<file path="src/rtl/stream_pair_join.sv">
// stream_pair_join: joins two valid/ready streams (A = network output,
// B = expected) beat-for-beat into one paired stream for the error stage,
// and checks the pairing for framing faults.
//
// Each input owns a small FIFO. A pair is emitted only when both FIFOs
// hold a beat, and both heads pop together. Frame starts (fst) are checked
// for alignment between the streams and for frame length.
//
// Ports
//   clk, reset            clock; synchronous active-high reset
//   a_data/a_fst/a_vld    stream A input, a_rdy back-pressure out
//   b_data/b_fst/b_vld    stream B input, b_rdy back-pressure out
//   o_a_data/o_b_data     paired heads, o_fst = A head fst
//   o_vld/o_rdy           joined stream handshake
//   err_clr               clears the sticky error flags
//   sync_err/len_err      sticky fst-misalignment / frame-length errors
//   frame_cnt             frames emitted (wraps)

// Per-input FIFO with registered ready and registered head.
// Ports
//   i_push/i_data   write side (caller guarantees push only while o_rdy)
//   i_pop           read side (caller guarantees pop only while non-empty)
//   o_rdy           registered "not full"
//   o_ne_nxt_c      combinational "non-empty after this edge"
//   o_head          registered head entry
module spj_fifo #(
  parameter int unsigned WIDTH = 33,
  parameter int unsigned DEPTH = 4
) (
  input  logic             clk,
  input  logic             reset,
  input  logic             i_push,
  input  logic [WIDTH-1:0] i_data,
  input  logic             i_pop,
  output logic             o_rdy,
  output logic             o_ne_nxt_c,
  output logic [WIDTH-1:0] o_head
);

  localparam int unsigned AW = (DEPTH > 1) ? $clog2(DEPTH) : 1;
  localparam int unsigned CW = AW + 1;

  logic [WIDTH-1:0] r_mem [DEPTH];
  logic [AW-1:0]    r_wr_ptr;
  logic [AW-1:0]    r_rd_ptr;
  logic [AW-1:0]    w_rd_ptr_nxt;
  logic [CW-1:0]    r_cnt;
  logic [CW-1:0]    w_cnt_nxt;
  logic             r_rdy;
  logic [WIDTH-1:0] r_head;
  logic [WIDTH-1:0] w_head_nxt;

  // Next occupancy, read pointer and head entry.
  always_comb begin
    w_cnt_nxt    = r_cnt;
    w_rd_ptr_nxt = r_rd_ptr;
    w_head_nxt   = r_head;
    if (i_push && !i_pop) begin
      w_cnt_nxt = r_cnt + CW'(1);
    end else if (!i_push && i_pop) begin
      w_cnt_nxt = r_cnt - CW'(1);
    end
    if (i_pop) begin
      w_rd_ptr_nxt = r_rd_ptr + AW'(1);
    end
    // With exactly one entry left after the edge and a push in flight,
    // that entry is the incoming beat, which is not yet in r_mem.
    if (i_push && (w_cnt_nxt == CW'(1))) begin
      w_head_nxt = i_data;
    end else begin
      w_head_nxt = r_mem[w_rd_ptr_nxt];
    end
  end

  // Pointers, occupancy, ready and head registers.
  always_ff @(posedge clk) begin
    if (reset) begin
      r_wr_ptr <= '0;
      r_rd_ptr <= '0;
      r_cnt    <= '0;
      r_rdy    <= 1'b0;
      r_head   <= '0;
    end else begin
      if (i_push) begin
        r_wr_ptr <= r_wr_ptr + AW'(1);
      end
      r_rd_ptr <= w_rd_ptr_nxt;
      r_cnt    <= w_cnt_nxt;
      r_rdy    <= (w_cnt_nxt != CW'(DEPTH));
      r_head   <= w_head_nxt;
    end
  end

  // Storage array; not reset, contents are qualified by occupancy.
  always_ff @(posedge clk) begin
    if (!reset && i_push) begin
      r_mem[r_wr_ptr] <= i_data;
    end
  end

  assign o_rdy      = r_rdy;
  assign o_ne_nxt_c = (w_cnt_nxt != '0);
  assign o_head     = r_head;

endmodule

module stream_pair_join #(
  parameter int unsigned WIDTH     = 32,
  parameter int unsigned DEPTH     = 4,
  parameter int unsigned FRAME_LEN = 36
) (
  input  logic             clk,
  input  logic             reset,
  input  logic [WIDTH-1:0] a_data,
  input  logic             a_fst,
  input  logic             a_vld,
  output logic             a_rdy,
  input  logic [WIDTH-1:0] b_data,
  input  logic             b_fst,
  input  logic             b_vld,
  output logic             b_rdy,
  output logic [WIDTH-1:0] o_a_data,
  output logic [WIDTH-1:0] o_b_data,
  output logic             o_fst,
  output logic             o_vld,
  input  logic             o_rdy,
  input  logic             err_clr,
  output logic             sync_err,
  output logic             len_err,
  output logic [15:0]      frame_cnt
);

  localparam int unsigned EW = WIDTH + 1;
  localparam int unsigned BW = 16;

  logic          w_a_rdy;
  logic          w_b_rdy;
  logic          w_a_ne_nxt;
  logic          w_b_ne_nxt;
  logic [EW-1:0] w_a_head;
  logic [EW-1:0] w_b_head;
  logic          w_a_push;
  logic          w_b_push;
  logic          w_pop;
  logic          w_head_fst_a;
  logic          w_head_fst_b;

  logic          r_o_vld;
  logic          r_sync_err;
  logic          r_len_err;
  logic [BW-1:0] r_frame_cnt;
  logic [BW-1:0] r_beat_idx;
  logic          r_have_frame;

  logic          w_sync_set;
  logic          w_len_set;
  logic          w_sync_nxt;
  logic          w_len_nxt;
  logic [BW-1:0] w_frame_cnt_nxt;
  logic [BW-1:0] w_beat_idx_nxt;
  logic          w_have_frame_nxt;

  // Handshakes: pushes gated by the registered ready, pops always paired.
  assign w_a_push     = a_vld & w_a_rdy;
  assign w_b_push     = b_vld & w_b_rdy;
  assign w_pop        = r_o_vld & o_rdy;
  assign w_head_fst_a = w_a_head[WIDTH];
  assign w_head_fst_b = w_b_head[WIDTH];

  spj_fifo #(
    .WIDTH (EW),
    .DEPTH (DEPTH)
  ) u_fifo_a (
    .clk        (clk),
    .reset      (reset),
    .i_push     (w_a_push),
    .i_data     ({a_fst, a_data}),
    .i_pop      (w_pop),
    .o_rdy      (w_a_rdy),
    .o_ne_nxt_c (w_a_ne_nxt),
    .o_head     (w_a_head)
  );

  spj_fifo #(
    .WIDTH (EW),
    .DEPTH (DEPTH)
  ) u_fifo_b (
    .clk        (clk),
    .reset      (reset),
    .i_push     (w_b_push),
    .i_data     ({b_fst, b_data}),
    .i_pop      (w_pop),
    .o_rdy      (w_b_rdy),
    .o_ne_nxt_c (w_b_ne_nxt),
    .o_head     (w_b_head)
  );

  // Framing checks evaluated on each paired pop.
  always_comb begin
    w_sync_set       = 1'b0;
    w_len_set        = 1'b0;
    w_frame_cnt_nxt  = r_frame_cnt;
    w_beat_idx_nxt   = r_beat_idx;
    w_have_frame_nxt = r_have_frame;
    if (w_pop) begin
      w_sync_set = (w_head_fst_a != w_head_fst_b);
      if (w_head_fst_a) begin
        // New frame: the one just closed must have had exactly FRAME_LEN beats.
        if (r_have_frame && (r_beat_idx != BW'(FRAME_LEN))) begin
          w_len_set = 1'b1;
        end
        w_beat_idx_nxt   = BW'(1);
        w_frame_cnt_nxt  = r_frame_cnt + BW'(1);
        w_have_frame_nxt = 1'b1;
      end else begin
        // A continuation beat after FRAME_LEN beats means the frame overran.
        if (r_have_frame && (r_beat_idx == BW'(FRAME_LEN))) begin
          w_len_set = 1'b1;
        end
        if (r_beat_idx != {BW{1'b1}}) begin
          w_beat_idx_nxt = r_beat_idx + BW'(1);
        end
      end
    end
    // A set condition takes priority over a clear in the same cycle.
    w_sync_nxt = w_sync_set | (r_sync_err & ~err_clr);
    w_len_nxt  = w_len_set  | (r_len_err  & ~err_clr);
  end

  // Output valid, error flags and frame bookkeeping registers.
  always_ff @(posedge clk) begin
    if (reset) begin
      r_o_vld      <= 1'b0;
      r_sync_err   <= 1'b0;
      r_len_err    <= 1'b0;
      r_frame_cnt  <= '0;
      r_beat_idx   <= '0;
      r_have_frame <= 1'b0;
    end else begin
      r_o_vld      <= w_a_ne_nxt & w_b_ne_nxt;
      r_sync_err   <= w_sync_nxt;
      r_len_err    <= w_len_nxt;
      r_frame_cnt  <= w_frame_cnt_nxt;
      r_beat_idx   <= w_beat_idx_nxt;
      r_have_frame <= w_have_frame_nxt;
    end
  end

  assign a_rdy     = w_a_rdy;
  assign b_rdy     = w_b_rdy;
  assign o_vld     = r_o_vld;
  assign o_a_data  = w_a_head[WIDTH-1:0];
  assign o_b_data  = w_b_head[WIDTH-1:0];
  assign o_fst     = w_head_fst_a;
  assign sync_err  = r_sync_err;
  assign len_err   = r_len_err;
  assign frame_cnt = r_frame_cnt;

endmodule

</file>
<file path="config.mk">
export PLATFORM = sky130hd
export DESIGN_NAME = stream_pair_join
export DESIGN_NICKNAME = d
export VERILOG_FILES = /design/src/rtl/stream_pair_join.sv
export SDC_FILE = /design/constraint.sdc
export NUM_CORES = 1
export LEC_CHECK = 0
export ABC_AREA = 1
export CORE_ASPECT_RATIO = 1.4
export CORE_MARGIN = 1
export CORE_UTILIZATION = 43
export DETAILED_ROUTE_END_ITERATION = 7
export DONT_BUFFER_PORTS = 1
export GPL_TIMING_DRIVEN = 0
export PLACE_DENSITY = 0.69
export SYNTH_ARGS = -nofsm -noshare
export SYNTH_HDL_FRONTEND = slang
export SYNTH_SLANG_ARGS = --single-unit
</file>
<file path="constraint.sdc">
create_clock -name clk -period 2.8 [get_ports clk]
set_input_delay 0.56 -clock clk [delete_from_list [all_inputs] [get_ports clk]]
set_output_delay 0.56 -clock clk [all_outputs]
set_load 0.01 [all_outputs]
</file>
# Word level (Yosys, flattened, before mapping)
# Memories as Yosys holds them, arrays and structs flattened.
# Index checks and enable logic that the tools add are counted.
[op_classes]
n_reduce_logical = 19
add_sub_neg = 10
eq_ne = 8
n_mux = 19
n_bitwise = 9
[op_table]
columns = ["op", "count"]
rows = [
  ["33-bit 2-to-1 mux", 2],
  ["16-bit by 1-bit adder with 16-bit output, second input constant", 2],
  ["16-bit 2-to-1 mux", 2],
  ["16-bit by 6-bit equality test with 1-bit output, second input constant", 1],
  ["16-bit != test, second input constant", 1],
  ["16-bit by 6-bit != test with 1-bit output, second input constant", 1],
  ["3-bit 2-to-1 mux", 4],
  ["1-bit logical AND", 10],
  ["1-bit 2-to-1 mux", 9],
  ["2-bit by 1-bit adder with 2-bit output, second input constant", 4],
  ["3-bit by 1-bit adder with 3-bit output, second input constant", 2],
  ["1-bit bitwise AND", 6],
  ["3-bit by 1-bit equality test with 1-bit output, second input constant", 2],
  ["3-bit != test, second input constant", 2],
  ["3-bit nonzero test", 2],
  ["3-bit by 1-bit subtractor with 3-bit output, second input constant", 2],
  ["1-bit logical NOT", 4],
  ["2-bit 2-to-1 mux", 2],
  ["2-bit AND reduction", 2],
  ["1-bit bitwise OR", 2],
  ["2-bit nonzero test", 1],
  ["1-bit != test", 1],
  ["1-bit inverter", 1],
]
[word_totals]
out_inout_bits = 86
elab_cells = 83
ff_bits = 118
n_memories = 2
ram_bits = 264
[mem_list]
columns = ["name", "words", "word_bits", "rd", "rd_clocked_by_memory_dff", "wr", "line", "rtl"]
rows = [
  ["u_fifo_a.r_mem", 4, 33, 1, 0, 1, "43", "logic [WIDTH-1:0] r_mem [DEPTH];"],
  ["u_fifo_b.r_mem", 4, 33, 1, 0, 1, "43", ""],
]

# Logic depth before layout (Yosys ltp)
[depth]
depth_word = 8
ltp_mapped = 13
depth_no_buf = 12

# Cells and area by module
# A second synthesis with hierarchy kept.
[hier_totals]
hier_cells = 1772
area_unflattened_um2 = 16980.0
[modules_own_cells]
columns = ["mod", "seq_area_each_um2", "cells_per_inst", "instances", "area_per_inst_um2"]
rows = [
  ["spj_fifo at u_fifo_b", 4784.6, 709, 1, 7503.4],
  ["spj_fifo at u_fifo_a", 4784.6, 728, 1, 7395.8],
  ["stream_pair_join", 720.7, 335, 1, 2080.7],
]

# Worst setup path before layout
# OpenSTA, ideal clock, no wires.
[synth_timing]
path_kind = "in2reg"
startpoint = "input port reset"
endpoint = "memory u_fifo_a.r_mem[0][0] (enable)"
path_stages = 4
t_arrival_ps = 2409
setup_slack_ps = -33
setup_time_ps = 423
required_ps = 2377
n_path_buf = 1
cell_sequence = "inv_1 > clkbuf_1 > nand2_1 > nor2_1"
[synth_via]
elab_chain_len = 4
[synth_rtl]
columns = ["item", "line", "rtl"]
rows = [
  ["from (decl)", "113", "input logic reset,"],
  ["1-bit logical NOT", "96", "if (!reset && i_push) begin"],
  ["1-bit logical AND", "96", ""],
  ["1-bit 2-to-1 mux", "96", ""],
  ["1-bit 2-to-1 mux (implied by the code)", "97", "r_mem[r_wr_ptr] <= i_data;"],
  ["to (decl)", "43", ""],
]
# No other way between the ends.

# Worst setup path in the final report
[layout_timing]
startpoint = "register u_fifo_b.r_rdy (netlist: u_fifo_b.o_rdy)"
endpoint = "memory u_fifo_b.r_mem[2][4] (enable)"
[layout_via]
elab_chain_len = 4
[layout_rtl]
columns = ["item", "line", "rtl"]
rows = [
  ["from (decl)", "49", "logic r_rdy;"],
  ["from (signal assigned)", "89", "r_rdy <= (w_cnt_nxt != CW'(DEPTH));"],
  ["1-bit bitwise AND", "165", "assign w_b_push = b_vld & w_b_rdy;"],
  ["1-bit logical AND", "96", ""],
  ["1-bit 2-to-1 mux", "96", ""],
  ["1-bit 2-to-1 mux (implied by the code)", "97", ""],
  ["to (decl)", "43", ""],
]
# No other way between the ends.

==> run summary <==
I/O pin total: 158
Gr ovfl total: 0
Worst-Skew Late Latency: 0.54 ns
DR vias: 12,100
Final GP Congestion: 0.851
Core ar.: 0.0387 mm^2
Syn Nets: 1,892
Post-CTS Resized: 0
WHS: 0.109 ns
CP Class: flop to flop
Nets: 1,942
H-tree depth: 2
Antenna viol nets, final: 0
Most common cell in the netlist: nand2_1
Avg Synthesized Cell Area: 9.41 um^2
Register area share after synthesis: 60.6%
TritonCTS clock tree: built
CTS sink count: 382
# port buffers: 0
Total Die Area: 0.0403 mm^2
Final setup fails: 0
Count of state elements after synthesis: 382
MaxCap Viol Count: 0
Die height: 237 um
Max-slew violations: 0
Post-synth EDFFs: 264
Routed wire per std cell: 17.3 um
Final Cycle Share: 80.9%
Critical R2R Capture: u_fifo_b.r_mem[2][4]$_DFFE_PP_
ANT cells: 0
Critical Path Sink Type: flop
Post-Syn Area: 0.0170 mm^2
Worst r2r src: u_fifo_b.o_rdy$_SDFF_PP0_
Most frequent cells after synthesis: nand2_1, edfxtp_1, nor2_1, inv_1, dfxtp_1
Netlist cell types: 38
CP arrival: 2.51 ns
DR pass1 iterations: 7
Synth area leaders: edfxtp_1, dfxtp_1, nand2_1, nor2_1, nand3b_1
Die Wd: 170 um
Mapped Cells: 1,805
Core Rows: 85
Drt initial violations: 924
Power Density: 797 mW/mm^2
Status: finished clean
Clock slew at reported path FFs: 0.06 ns
CP dominant cell by count: nand2_1
Layout cells sized above 1: 12.0%
Hold-fix buffers at CTS: 0
Post-detail-place hpwl: 27.8 mm
RSZ-0062 raised after global routing: no
DRC: 0
Vias in the first global route: 12,200
Setup TNS: 0 ns
Drt via density: 5.01
Reg2reg path depth: 5
Tot Pwr: 15.3 mW
Crit Path Max Fanout: 17
Max stage delay on crit path: 0.64 ns
Final clock skew: 0.00894 ns
Share of the synthesized area in the top cell type: 46.7%
Largest net degree at the start of global routing: 23
Postcts setup bufs: 0
Worst IR Drop VDD: 0.597 mV
Yosys warning total: 0
Hold Path Depth: 0
CTS Buf Count: 40
Worst Hold Class: input port to flop
Antenna violations before repair: 0
Critical path, cell by cell: nand2_1 -> inv_2 -> nand2_1 -> nor2_4 -> buf_16
Initial core utilization: 43.9%
LEAKAGE: 8.09 nW
FF-to-FF setup slack: 0.54 ns
Area grow syn2layout: 12.9%
Max-Slew Margin vs Limit: 43.0%
CP required: 3.04 ns
Fmax: 0.442 GHz
Minimum clock period: 2.26 ns
Clk buf depth: 3
Asr flop ratio synth: 0%
Clock root buffer: clkbuf_16
Tot GR Track Use: 20.9%
HP Start: b_data[27]
CP Launch Type: flop
Synth Flop Type: edfxtp_1
Endpoints failing hold: 0
Final wirelength: 41.6 mm
Worst hold endpoint: u_fifo_b.r_mem[0][27]$_DFFE_PP_
First-pass GRT wire length: 64.9 mm
Critical-path top delay cell: nor2_4
Largest area contributor in the synthesized netlist: edfxtp_1
Worst slew pin tran: 0.855 ns
## layer usage
layer  up-vias  global-route usage [%]  wire length (um)
met5         -                       0                 0
met4         0                    7.34              1120
met3        73                    5.21              3080
met2       384                    38.6             21700
met1      5709                    22.9             15700
li1       5907                       -                 -
## power by group
group | switching, mW | internal (mW) | total (mW)
Combinational | 2.24 | 1.13 | 3.37
Sequential | 0.241 | 6.43 | 6.67
Clock | 2.21 | 3.04 | 5.25
## state kept, by name, indices dropped and copies added (netlist names), 2 cells and up
register           count
u_fifo_b.r_mem       132
u_fifo_b.r_rd_ptr      2
u_fifo_a.r_rd_ptr      2
u_fifo_a.r_cnt         3
r_beat_idx            16
u_fifo_b.r_wr_ptr      2
u_fifo_a.r_wr_ptr      2
u_fifo_a.r_mem       132
u_fifo_b.o_head       33
u_fifo_a.o_head       33
u_fifo_b.r_cnt         3
frame_cnt             16
## worst max-delay path: cells and delay by family, from the launching register on
kind,cells,cell delay [ns]
AND/OR/NAND/NOR,3,1.10
flip-flops,1,0.44
buffers and inverters,2,0.40
## kinds of logic after synthesis
group | synth area share (%)
simple gates | 26.3
buf+inv | 8.12
fa+ha+maj | 1.11
compound gates | 3.56
flops | 60.6
xor+xnor | 0.310
## stage by stage
step           std cells  instance area [um^2]  worst slack, ns  utilization (%)
2_1_floorplan       1805                 17000          -0.0326                -
3_3_place_gp        2327                 17600            -1.83             45.5
3_5_place_dp        2335                 17900          -0.0682             46.2
4_1_cts             2408                 19200            0.484             49.5
5_1_grt             2408                 19200            0.329             49.5
6_report            2408                 19200            0.536             49.5
## placed cells by master (no fill, tap or decap), types with 3 or more instances in the layout
cell type,Yosys,routed
nand2_1,529,529
edfxtp_1,264,264
nor2_1,253,245
inv_1,155,155
dfxtp_1,118,118
nand3_1,109,109
nand3b_1,79,79
a21oi_1,59,59
buf_4,47,47
clkbuf_16,0,41
buf_2,36,36
clkbuf_1,17,25
a21oi_2,20,20
ha_1,15,15
nand2_2,14,14
o21ai_0,11,11
nor2_4,3,11
nand4_1,10,10
buf_6,10,10
clkinv_1,2,8
nor3_1,7,7
buf_1,7,7
xor2_1,6,6
buf_16,0,5
nand2_4,4,4
inv_4,2,4
nand3_2,4,4
inv_6,0,4
clkinv_2,0,4
inv_2,3,3
o21ai_1,3,3
a31oi_1,3,3
bufinv_16,0,3
buf_12,0,3
## how the worst max path moves through the flow
| stage | start | to | slack (ns) | cells after the start |
|---|---|---|---|---|
| final | u_fifo_b.o_rdy$_SDFF_PP0_ | u_fifo_b.r_mem[2][4]$_DFFE_PP_ | 0.54 | 5 |
| after CTS | u_fifo_b.o_rdy$_SDFF_PP0_ | u_fifo_b.r_mem[2][4]$_DFFE_PP_ | 0.48 | 5 |
| after global routing | u_fifo_b.o_rdy$_SDFF_PP0_ | u_fifo_b.r_mem[2][4]$_DFFE_PP_ | 0.33 | 5 |
| after detailed placement | reset | u_fifo_b.r_mem[2][4]$_DFFE_PP_ | -0.07 | 5 |
| after global placement | reset | u_fifo_b.r_mem[2][4]$_DFFE_PP_ | -1.83 | 4 |
| after floorplan | reset | u_fifo_a.r_mem[0][0]$_DFFE_PP_ | -0.03 | 4 |
## cell type report
type	instances	area, um^2
Timing Repair Buffer	8	198
Buffer	119	766
Tap cell	522	653
Inverter	162	613
Fill cell	3515	19500
Clock buffer	51	1080
Clock inverter	22	204
Multi-Input combinational cell	1142	5370
Sequential cell	382	10300
No activity file was read; power rests on OpenSTA's default activity.
